$ cat src/rtl/seg7_scan_driver.sv
// Four-digit multiplexed 7-segment driver: per-frame snapshot, hex-style decode, anode dead time.
// Optional leading-zero suppression is enabled by defining SEG7_LZ_BLANK_EN.
module seg7_scan_driver #(
    parameter int unsigned CLK_FREQ    = 50000000,
    parameter int unsigned SCAN_FREQ   = 1000,
    parameter int unsigned DEAD_CYCLES = 2
) (
    input  logic        clk,
    input  logic        rst,
    input  logic [15:0] digits_in,
    input  logic        enable,
    output logic [6:0]  seg,
    output logic [3:0]  an,
    output logic        frame_done
);

    localparam int unsigned DIV   = CLK_FREQ / SCAN_FREQ;
    localparam int unsigned CNT_W = (DIV > 1) ? $clog2(DIV) : 1;
    localparam logic [CNT_W-1:0] CNT_LAST = CNT_W'(DIV - 1);
    localparam logic [CNT_W-1:0] CNT_DEAD = CNT_W'(DEAD_CYCLES);

    generate
        if (DIV < 4 || DEAD_CYCLES >= DIV) begin : g_bad_params
            $error("seg7_scan_driver: need DIV >= 4 and DEAD_CYCLES < DIV");
        end
    endgenerate

    logic [CNT_W-1:0] r_cnt;
    logic [1:0]       r_idx;
    logic [15:0]      r_frame;
    logic             r_load_pending;
    logic [6:0]       r_seg;
    logic [3:0]       r_an;
    logic             r_frame_done;

    logic [CNT_W-1:0] w_cnt_nxt;
    logic [1:0]       w_idx_nxt;
    logic [15:0]      w_frame_nxt;
    logic             w_pend_nxt;
    logic [6:0]       w_seg_nxt;
    logic [3:0]       w_an_nxt;
    logic             w_fd_nxt;
    logic             w_tick;
    logic [3:0]       w_nibble;
    logic             w_lz;
    logic [6:0]       w_dec;

    assign w_tick   = (r_cnt == CNT_LAST);
    assign w_nibble = r_frame[{r_idx, 2'b00} +: 4];

`ifdef SEG7_LZ_BLANK_EN
    // A digit is suppressed when it and every more-significant digit of the snapshot are zero.
    always_comb begin
        w_lz = 1'b0;
        case (r_idx)
            2'd1:    w_lz = (r_frame[15:4] == 12'h000);
            2'd2:    w_lz = (r_frame[15:8] == 8'h00);
            2'd3:    w_lz = (r_frame[15:12] == 4'h0);
            default: w_lz = 1'b0;
        endcase
    end
`else
    assign w_lz = 1'b0;
`endif

    // Active-low {g,f,e,d,c,b,a}; codes A..F give blank, "-", "C", "d", "E", "F".
    always_comb begin
        w_dec = 7'h7F;
        case (w_nibble)
            4'h0: w_dec = 7'b1000000;
            4'h1: w_dec = 7'b1111001;
            4'h2: w_dec = 7'b0100100;
            4'h3: w_dec = 7'b0110000;
            4'h4: w_dec = 7'b0011001;
            4'h5: w_dec = 7'b0010010;
            4'h6: w_dec = 7'b0000010;
            4'h7: w_dec = 7'b1111000;
            4'h8: w_dec = 7'b0000000;
            4'h9: w_dec = 7'b0010000;
            4'hA: w_dec = 7'b1111111;
            4'hB: w_dec = 7'b0111111;
            4'hC: w_dec = 7'b1000110;
            4'hD: w_dec = 7'b0100001;
            4'hE: w_dec = 7'b0000110;
            4'hF: w_dec = 7'b0001110;
            default: w_dec = 7'h7F;
        endcase
        if (w_lz) begin
            w_dec = 7'h7F;
        end
    end

    // Next-state and next-output logic; disabling parks the counter at 0 so a full slot follows.
    always_comb begin
        w_cnt_nxt   = r_cnt;
        w_idx_nxt   = r_idx;
        w_frame_nxt = r_frame;
        w_pend_nxt  = r_load_pending;
        w_seg_nxt   = 7'h7F;
        w_an_nxt    = 4'hF;
        w_fd_nxt    = 1'b0;
        if (enable) begin
            w_seg_nxt = w_dec;
            if (r_cnt >= CNT_DEAD) begin
                w_an_nxt = ~(4'b0001 << r_idx);
            end
            if (r_load_pending) begin
                w_frame_nxt = digits_in;
                w_pend_nxt  = 1'b0;
            end
            if (w_tick) begin
                w_cnt_nxt = '0;
                w_idx_nxt = r_idx + 2'd1;
                if (r_idx == 2'd3) begin
                    w_frame_nxt = digits_in;
                    w_fd_nxt    = 1'b1;
                end
            end else begin
                w_cnt_nxt = r_cnt + CNT_W'(1);
            end
        end else begin
            w_cnt_nxt = '0;
        end
    end

    always_ff @(posedge clk) begin
        if (rst) begin
            r_cnt          <= '0;
            r_idx          <= 2'd0;
            r_frame        <= 16'hAAAA;
            r_load_pending <= 1'b1;
            r_seg          <= 7'h7F;
            r_an           <= 4'hF;
            r_frame_done   <= 1'b0;
        end else begin
            r_cnt          <= w_cnt_nxt;
            r_idx          <= w_idx_nxt;
            r_frame        <= w_frame_nxt;
            r_load_pending <= w_pend_nxt;
            r_seg          <= w_seg_nxt;
            r_an           <= w_an_nxt;
            r_frame_done   <= w_fd_nxt;
        end
    end

    assign seg        = r_seg;
    assign an         = r_an;
    assign frame_done = r_frame_done;

endmodule

$ cat config.mk
export PLATFORM = sky130hd
export DESIGN_NAME = seg7_scan_driver
export DESIGN_NICKNAME = d
export VERILOG_FILES = /design/src/rtl/seg7_scan_driver.sv
export SDC_FILE = /design/constraint.sdc
export NUM_CORES = 1
export LEC_CHECK = 0
export ABC_AREA = 1
export ABC_CLOCK_PERIOD_IN_PS = 1450
export BUFFER_PORTS_ARGS = -buffer_cell sky130_fd_sc_hd__buf_2
export CAP_MARGIN = 20
export CORE_AREA = 2 2 75 77
export CTS_BUF_LIST = sky130_fd_sc_hd__clkbuf_4 sky130_fd_sc_hd__clkbuf_8
export DETAILED_ROUTE_END_ITERATION = 10
export DIE_AREA = 0 0 77 79
export PLACE_DENSITY_LB_ADDON = 0.15
export SYNTH_ARGS = -nofsm -noshare
export SYNTH_HDL_FRONTEND = slang
export SYNTH_SLANG_ARGS = --single-unit
$ cat constraint.sdc
create_clock -name clk -period 1.45 [get_ports clk]
set_input_delay 0.145 -clock clk [delete_from_list [all_inputs] [get_ports clk]]
set_output_delay 0.145 -clock clk [all_outputs]
set_load 0.005 [all_outputs]
==> results.yml, run 1 <==
floorplan:
  ios: 31
  core_sq_um: 5340
  dieArea_sq_um: 6080
  rows: 27
  start_util_pct: 53.1
  die_y_um: 79
  die_x_um: 77
status:
  status: "finished with violations"
  violations: "setup timing"
route:
  drc: 0
  vias: 2962
  drtPass1Iterations: 4
  vias_per_cell: 5.13
  ant_nets: 0
  drtIter0Drc: 125
  routedWlPerCell_um: 12.3
  drt-total-wl_um: 7080
layout:
  final_cells: 577
  layout.nets: 536
  n_antenna_cell: 0
  drive_gt1_share_pct: 30.3
  syn2layout_area_growth_pct: 31.1
  layout_common_cells: "156 x nand2_1, 43 x nand3_1, 40 x dfxtp_1"
  final_common_cell: "nand2_1"
timing:
  hold_violations: 0
  finalSetupViolCount: 7
  worst_slew_pin_slew_ns: 0.352
  fin_crit_ns: 1.47
  slew_viol_final: 0
  whs_ns: 0.154
  max_freq_mhz: 680
  period_share_pct: 101
  max_slew_margin_pct: 76.3
  grt_setup_unrepaired: "yes"
  layout_setup_ws_ns: -0.0212
  fin_worst_skew_ns: 0.00786
setup_path:
  cp-end-kind: "register"
  r2r_end: "r_frame[6]"
  crit_chain: "ha_4 > nand2_4 > inv_4 > nand2_4 > nor2_8 > nand2_8 > clkbuf_16 > nand2_2 > nand2_1 > nand2_1 > a21oi_1"
  path_class: "reg2reg"
  path_delay_family: "simple AND/OR/NAND/NOR gates"
  rr_worst_depth: 11
  crit_path_start_kind: "register"
  max_stage_delay_ns: 0.37
  worstPathMaxFanout: 6
  crit_slowest_cell: "dfxtp_2"
  reg2reg_slack_ns: -0.02
  crit_required_ns: 1.64
  timing.rr.start: "r_cnt[1]"
  critPathBufInv: 2
  cp.arrival_ns: 1.66
synth:
  netlist.top_cell.by_area: "dfxtp_1"
  synth_seq_cells: 47
  synth_area_leaders: "dfxtp_1 33%, nand2_1 24%, nand3_1 8.3%, ha_1 5.7%, inv_1 3.7%"
  netlist_area_sq_um: 2840
  yosysSeqAreaShare_pct: 33.2
  yosys_warnings: 0
  yosysUniqueCellTypes: 28
  yosysTopAreaCellShare_pct: 33.2
  synth_area_per_cell_sq_um: 6.40
  syn_nets: 475
  syn-instance-count: 443
global_routing:
  antenna_found_initial: 0
  track_usage_pct: 23.2
  overflow: 0
  grt_pass1_wl_um: 11500
  grt_start_max_net_pins: 25
  first_global_vias: 2597
place:
  placed_cells: 564
  port_buffers: 30
  place.detailed.hpwl_um: 4950
  gp_congestion: 0.920
power_and_ir_drop:
  p_leak_nw: 1.69
  powerDensity_nw_per_um2: 750
  ir_worst_vdd_v: 0.000495
  power_mw: 2.79
clocking:
  cts_made_buffers: 5
  worstSkewPairLatency_ns: 0.31
  cts_tree: "built"
  cts.sinks: 47
  clockBufferDepth: 2
  cts_max_level: 2
  root_buffer: "clkbuf_8"
  clk_pin_slew_ns: 0.09
  cts.hold.buffers_added: 0
job:
  cap_violations: 0
hold_path:
  hold_depth: 3
  hp-class: "in2reg"
  hold_end: "r_frame[14]"
  min_from: "enable"
==> synthesized netlist by cell type, drive strengths merged <==
master  number
mux2i        8
buf         11
nor4         4
or2          1
nand2      190
nor3         8
ha          13
o21ai       17
nor3b        4
and3         1
clkbuf       3
a21oi       19
nor2        27
clkinv       2
nand4        7
inv         33
xor2         1
nand3       47
dfxtp       47
==> routing by layer <==
metal	up-vias	routed length, um	global-route usage (%)
met5	-	0	0
met4	0	193	9.11
met3	17	263	4.43
met2	59	3460	40.5
met1	1338	3170	28.3
li1	1548	-	-
==> power by group <==
| group | internal, mW | switching [mW] |
|---|---|---|
| combinational | 0.179 | 0.258 |
| sequential | 1.33 | 0.0336 |
| clock | 0.514 | 0.467 |
==> area by class of cell <==
| class | instances | area, sq um |
|---|---|---|
| clock buffer | 5 | 68.8 |
| clock inverter | 3 | 43.8 |
| fill | 463 | 1620 |
| tap | 72 | 90.1 |
| inverter | 35 | 141 |
| sequential | 47 | 955 |
| timing repair buffer | 68 | 514 |
| multi-input combinational | 347 | 1900 |
==> kinds of logic (layout without fill, tap and decap cells) <==
kind of cell,Yosys count,after routing,share of synthesized area [%]
AOI/OAI and AO/OA,36,36,6.35
xor gates and xnor gates,1,1,0.309
adders and majority gates,13,13,5.74
buffers and inverters,49,111,7.59
DFF,47,47,33.2
muxes,8,8,2.82
and+or+nand+nor,289,289,44.0
==> through the flow <==
stage / setup TNS [ns] / cell area, sq um / setup WS [ns] / util, %
2_1_floorplan: -0.0145 / 2840 / -0.0145 / -
3_3_place_gp: -0.0693 / 3270 / -0.0262 / 61.3
3_5_place_dp: -0.679 / 3270 / -0.122 / 61.3
4_1_cts: -0.00273 / 3400 / -0.00273 / 63.7
5_1_grt: -2.60 / 3720 / -0.117 / 69.6
6_report: -0.0388 / 3720 / -0.0212 / 69.6
==> flip-flops by register name, summed over array words and instances (netlist names) <==
signal / cells
an: 4
frame_done: 1
r_cnt: 16
r_frame: 16
r_idx: 2
r_load_pending: 1
seg: 7
==> tightest hold or removal path: stages <==
cell and delay [ns]:
buf_2 0.15, nand2_1 0.07, a21oi_1 0.05
==> worst max-delay path by stage <==
stage               startpoint     endpoint  slack (ns)  cells after the start
CTS                   r_cnt[0]   r_frame[7]      -0.003                     11
floorplan             r_idx[0]       seg[6]       -0.01                     10
global placement      r_idx[0]       seg[0]       -0.03                      8
global route          r_cnt[1]  r_frame[13]       -0.12                     11
finish                r_cnt[1]   r_frame[6]       -0.02                     11
detailed placement    r_idx[0]       seg[6]       -0.12                     10
==> what timing repair did <==
action                                  4_1_cts  5_1_grt
endpoints found under the setup margin       39       45
pin swaps                                     3       15
resized for setup                             9       77
cloned                                        0        3
setup buffers                                 1        1
endpoints found under the hold margin         0        0
No activity file was read; power rests on OpenSTA's default activity.
==> run 2, diff against run 1 <==
- SETUP_SLACK_MARGIN: unset -> 0.1
==> results.yml, run 2 (synthesis results as in run 1) <==
clocking:
  cts.hold.buffers_added: 0
  root_buffer: "clkbuf_8"
  clockBufferDepth: 2
  cts.sinks: 47
  cts_tree: "built"
  worstSkewPairLatency_ns: 0.31
  cts_made_buffers: 5
  clk_pin_slew_ns: 0.10
  cts_max_level: 2
timing:
  whs_ns: 0.0927
  period_share_pct: 105
  hold_violations: 0
  worst_slew_pin_slew_ns: 0.389
  slew_viol_final: 0
  max_slew_margin_pct: 73.9
  max_freq_mhz: 658
  layout_setup_ws_ns: -0.0700
  grt_setup_unrepaired: "yes"
  finalSetupViolCount: 13
  fin_crit_ns: 1.52
  fin_worst_skew_ns: 0.0115
  tns_ns: -0.271
floorplan:
  ios: 31
  die_y_um: 79
  dieArea_sq_um: 6080
  rows: 27
  core_sq_um: 5340
  die_x_um: 77
  start_util_pct: 53.1
layout:
  n_antenna_cell: 0
  syn2layout_area_growth_pct: 39.1
  nFillCells: 414
  final_common_cell: "nand2_1"
  final_cells: 582
  drive_gt1_share_pct: 34.1
  layout.nets: 541
  final_core_util_pct: 73.9
  layout_common_cells: "161 x nand2_1, 39 x dfxtp_1, 36 x nand3_1"
route:
  vias_per_cell: 5.47
  drt-total-wl_um: 8460
  vias: 3186
  routedWlPerCell_um: 14.5
  drtPass1Iterations: 5
  ant_nets: 0
  drc: 0
  drtIter0Drc: 159
power_and_ir_drop:
  ir_worst_vdd_v: 0.000516
  powerDensity_nw_per_um2: 732
  p_leak_nw: 1.74
job:
  cap_violations: 0
place:
  placed_cells: 560
  dp_slack_ns: -0.122
  gp_congestion: 0.879
  place.detailed.hpwl_um: 5050
  port_buffers: 30
status:
  violations: "setup timing"
  status: "finished with violations"
setup_path:
  path_class: "reg2reg"
  crit_required_ns: 1.64
  crit_chain: "ha_4 > nand2_4 > inv_4 > nand2_4 > nor2_8 > nand2_8 > clkbuf_16 > nand2_2 > o21ai_1 > nand2_1 > nand3_1"
  crit_path_start_kind: "register"
  max_stage_delay_ns: 0.38
  worstPathMaxFanout: 6
  cp-end-kind: "register"
  cp.arrival_ns: 1.71
  path_common_cell: "nand2_4"
  crit_slowest_cell: "dfxtp_4"
global_routing:
  overflow: 0
  grt_start_max_net_pins: 25
  first_global_vias: 2887
  antenna_found_initial: 0
  grt_pass1_wl_um: 13100
  track_usage_pct: 26.6
hold_path:
  hp-class: "in2reg"
## run 2: cell types whose count changed in the layout (fill, tap and decap cells not counted), sizes merged
cell      change
clkbuf        +1
clkinvlp      +1
clkinv        -2
buf           +4
inv           +1
## run 2: per-stage QoR
stage               cell area, sq um  power (mW)
finish                          3940        2.89
global route                    3940        3.01
CTS                             3720        2.85
detailed placement              3250        1.77
global placement                3250        1.76
floorplan                       2860        1.65
## run 2: final timing paths
path,slack (ns),cells after the start,end,from
hold / removal,0.09,2,r_idx[1],rst
hold reg to reg,0.46,1,r_cnt[0],r_cnt[0]
setup / recovery,-0.07,11,r_frame[5],r_cnt[0]
setup reg to reg,-0.07,11,r_frame[5],r_cnt[0]
## run 2: per-layer routing
layer | vias to the layer above | share of wire [%] | GRT usage (%)
met2 | 113 | 49 | 47.1
met1 | 1487 | 42 | 31.6
li1 | 1555 | - | -
met4 | 0 | 3.4 | 10.5
met3 | 31 | 5.4 | 5.80
met5 | - | 0 | 0
## run 2: critical path: cells and delay by family, from the launching register on
| kind | cells | cell delay (ns) |
|---|---|---|
| buffers and inverters | 2 | 0.24 |
| AOI/OAI and AO/OA | 1 | 0.07 |
| and+or+nand+nor | 7 | 0.56 |
| adders and majority gates | 1 | 0.15 |
| DFF | 1 | 0.38 |
## run 2: area by class of cell
cell class	count	area [sq um]	area share, %
inverters	35	149	3.78
repair buffers	73	612	15.5
multi-input cells	347	2020	51.1
clock inverters	3	46.3	1.17
flip-flops and latches	47	961	24.4
well taps	72	90.1	2.28
clock buffers	5	68.8	1.74
## run 2: power by group
part	internal, mW	switching [mW]	leakage, nW
clock network	0.520	0.497	0.0548
registers	1.33	0.0337	0.389
logic	0.206	0.298	1.29
total	2.06	0.828	1.74
## run 2: what timing repair did
item | 4_1_cts | 5_1_grt
cloned | 0 | 3
setup endpoints to repair | 46 | 44
pin swaps | 30 | 19
resized for setup | 80 | 36
setup buffers | 9 | 2
==> run 3, diff against run 2 <==
- ABC_AREA: 1 -> unset
- CORE_AREA: 2 2 75 77 -> 2 2 69 71
- DIE_AREA: 0 0 77 79 -> 0 0 71 73
==> results.yml, run 3 <==
power_and_ir_drop:
  pwr-share-comb_pct: 13.8
  intPower_mw: 2.07
  switching_share_pct: 24.1
  ir_worst_vdd_v: 0.000808
  p_leak_nw: 1.33
  seqPwrFrac_pct: 49.9
  powerDensity_nw_per_um2: 789
  p_sw_mw: 0.658
  p_clk_share_pct: 36.3
route:
  vias: 2130
  drtPass1Iterations: 5
  drc: 0
  vias_per_cell: 5.53
  ant_nets: 0
  routedWlPerCell_um: 15.5
  drtIter0Drc: 71
  drt-total-wl_um: 5950
floorplan:
  start_util_pct: 50.1
  core_sq_um: 4540
  die_y_um: 73
  rows: 25
  die_x_um: 71
  ios: 31
  dieArea_sq_um: 5180
clocking:
  cts_tree: "built"
  clockBufferDepth: 2
  cts_made_buffers: 5
  cts_max_level: 2
  clk_pin_slew_ns: 0.09
  cts.sinks: 47
  worstSkewPairLatency_ns: 0.30
  root_buffer: "clkbuf_8"
synth:
  syn_nets: 282
  async_flop_share_pct: 0
  synth_common_cells: "47 x dfxtp_1, 23 x nor2_1, 21 x nand3_1"
  yosysUniqueCellTypes: 41
  synth_area_leaders: "dfxtp_1 41%, ha_1 7.2%, nand3_1 4.6%, o21ai_0 4.4%, nor2_1 3.8%"
  synth_seq_cells: 47
  synth_edf_count: 0
  syn-instance-count: 250
  synthMostInstantiatedCell: "dfxtp_1"
  synth_area_per_cell_sq_um: 9.09
  netlist.top_cell.by_area: "dfxtp_1"
  synth_top_flop_cell: "dfxtp_1"
  yosysSeqAreaShare_pct: 41.4
  yosysTopAreaCellShare_pct: 41.4
  netlist_area_sq_um: 2270
  yosys_warnings: 0
setup_path:
  crit_chain: "mux4_2 > buf_6 > ha_2 > a21oi_1 > o21ai_0 > a21o_1"
  path_delay_family: "multiplexers"
  cp-end-kind: "register"
  timing.rr.start: "r_idx[0]"
  max_stage_delay_ns: 0.56
  path_class: "reg2reg"
  crit_slowest_cell: "mux4_2"
  crit_required_ns: 1.65
  startpoint: "r_idx[0]"
  reg2reg_slack_ns: -0.34
  cp.arrival_ns: 1.99
  worstPathMaxFanout: 6
  critPathBufInv: 1
  crit_path_start_kind: "register"
timing:
  hold_violations: 0
  tns_ns: -6.32
  period_share_pct: 124
  whs_ns: 0.0834
  layout_setup_ws_ns: -0.344
  worst_slew_pin_slew_ns: 0.384
  fin_worst_skew_ns: 0.00460
  max_slew_margin_pct: 74.3
  fin_crit_ns: 1.79
  finalSetupViolCount: 31
  max_freq_mhz: 557
  grt_setup_unrepaired: "yes"
  slew_viol_final: 0
global_routing:
  grt_start_max_net_pins: 20
  first_global_vias: 1885
  overflow: 0
  antenna_found_initial: 0
  grt_pass1_wl_um: 9000
  track_usage_pct: 22.3
layout:
  final_core_util_pct: 76.3
  n_antenna_cell: 0
  layout_common_cells: "38 x dfxtp_1, 37 x buf_4, 30 x buf_2"
  drive_gt1_share_pct: 53.8
  register_area_sq_um: 960
  syn2layout_area_growth_pct: 52.2
  final_cells: 385
  multiInputGateArea_sq_um: 1600
  nFillCells: 300
  final_common_cell: "dfxtp_1"
  layout.nets: 362
job:
  cap_violations: 0
place:
  place.detailed.hpwl_um: 3490
  dp_slack_ns: -0.405
  placed_cells: 359
  gp_congestion: 0.785
  port_buffers: 30
hold_path:
  min_from: "rst"
  hp-class: "in2reg"
status:
  violations: "setup timing"
  status: "finished with violations"
-- run 3: cell types whose count changed after synthesis, moves of 7 or more --
cell	delta
o21ai_0	+12
nand2_1	-169
nand3b_1	+9
inv_1	-17
a21oi_1	-7
xnor2_1	+9
nand3_1	-26
o21ai_1	-8
-- run 3: metal layers --
metal / vias to the layer above / global-route usage, % / wire length, um
met4: 0 / 3.77 / 82
met3: 10 / 4.56 / 195
li1: 1049 / - / -
met1: 1020 / 30.0 / 2720
met2: 51 / 37.7 / 2950
met5: - / 0 / 0
-- run 3: metrics by stage --
stage | cell area [sq um] | power (mW)
6_report | 3460 | 2.73
2_1_floorplan | 2340 | 1.56
3_5_place_dp | 2770 | 1.66
3_3_place_gp | 2770 | 1.66
5_1_grt | 3460 | 2.84
4_1_cts | 3140 | 2.69
-- run 3: power groups by stage --
stage          registers (mW)  clock network, mW  logic [mW]
2_1_floorplan            1.38                  0       0.180
3_3_place_gp             1.38                  0       0.275
3_5_place_dp             1.38                  0       0.280
4_1_cts                  1.36               1.01       0.321
5_1_grt                  1.37               1.06       0.410
6_report                 1.36              0.990       0.377
-- run 3: cells by family after synthesis --
logic type / Yosys count / share of synthesized area, %
AO/OA/AOI/OAI: 45 / 12.0
AND/OR/NAND/NOR: 99 / 22.9
flip-flops: 47 / 41.4
XOR/XNOR: 14 / 5.39
buffers and inverters: 25 / 5.45
adder cells (fa/ha/maj): 13 / 7.15
multiplexers: 7 / 5.67
-- run 3: worst reg2reg max path, cell delays in order, from the launching register on --
cell,delay (ns)
dfxtp_4,0.39
mux4_2,0.56
buf_6,0.16
ha_2,0.19
a21oi_1,0.13
o21ai_0,0.11
a21o_1,0.16
-- run 3: final cells by class --
cell class	instances	share of cell area [%]
multi-input combinational	179	46.3
sequential	47	27.7
timing repair buffer	86	19.3
clock buffer	6	2.39
tap	54	1.95
inverter	11	1.34
clock inverter	2	1.01
-- run 3: final timing paths --
path / cells after the start / to
worst max-delay path: 6 / seg[6]
worst min-delay path: 2 / r_idx[0]
worst max register to register: 6 / seg[6]
worst min register to register: 2 / r_frame[14]
-- run 3: what timing repair did --
item                                    4_1_cts  5_1_grt
endpoints found under the setup margin       45       45
gates resized for setup                      43       75
pin swaps                                    13       30
buffers inserted                              8        8
cloned                                        3        0
hold buffers                                  0        0
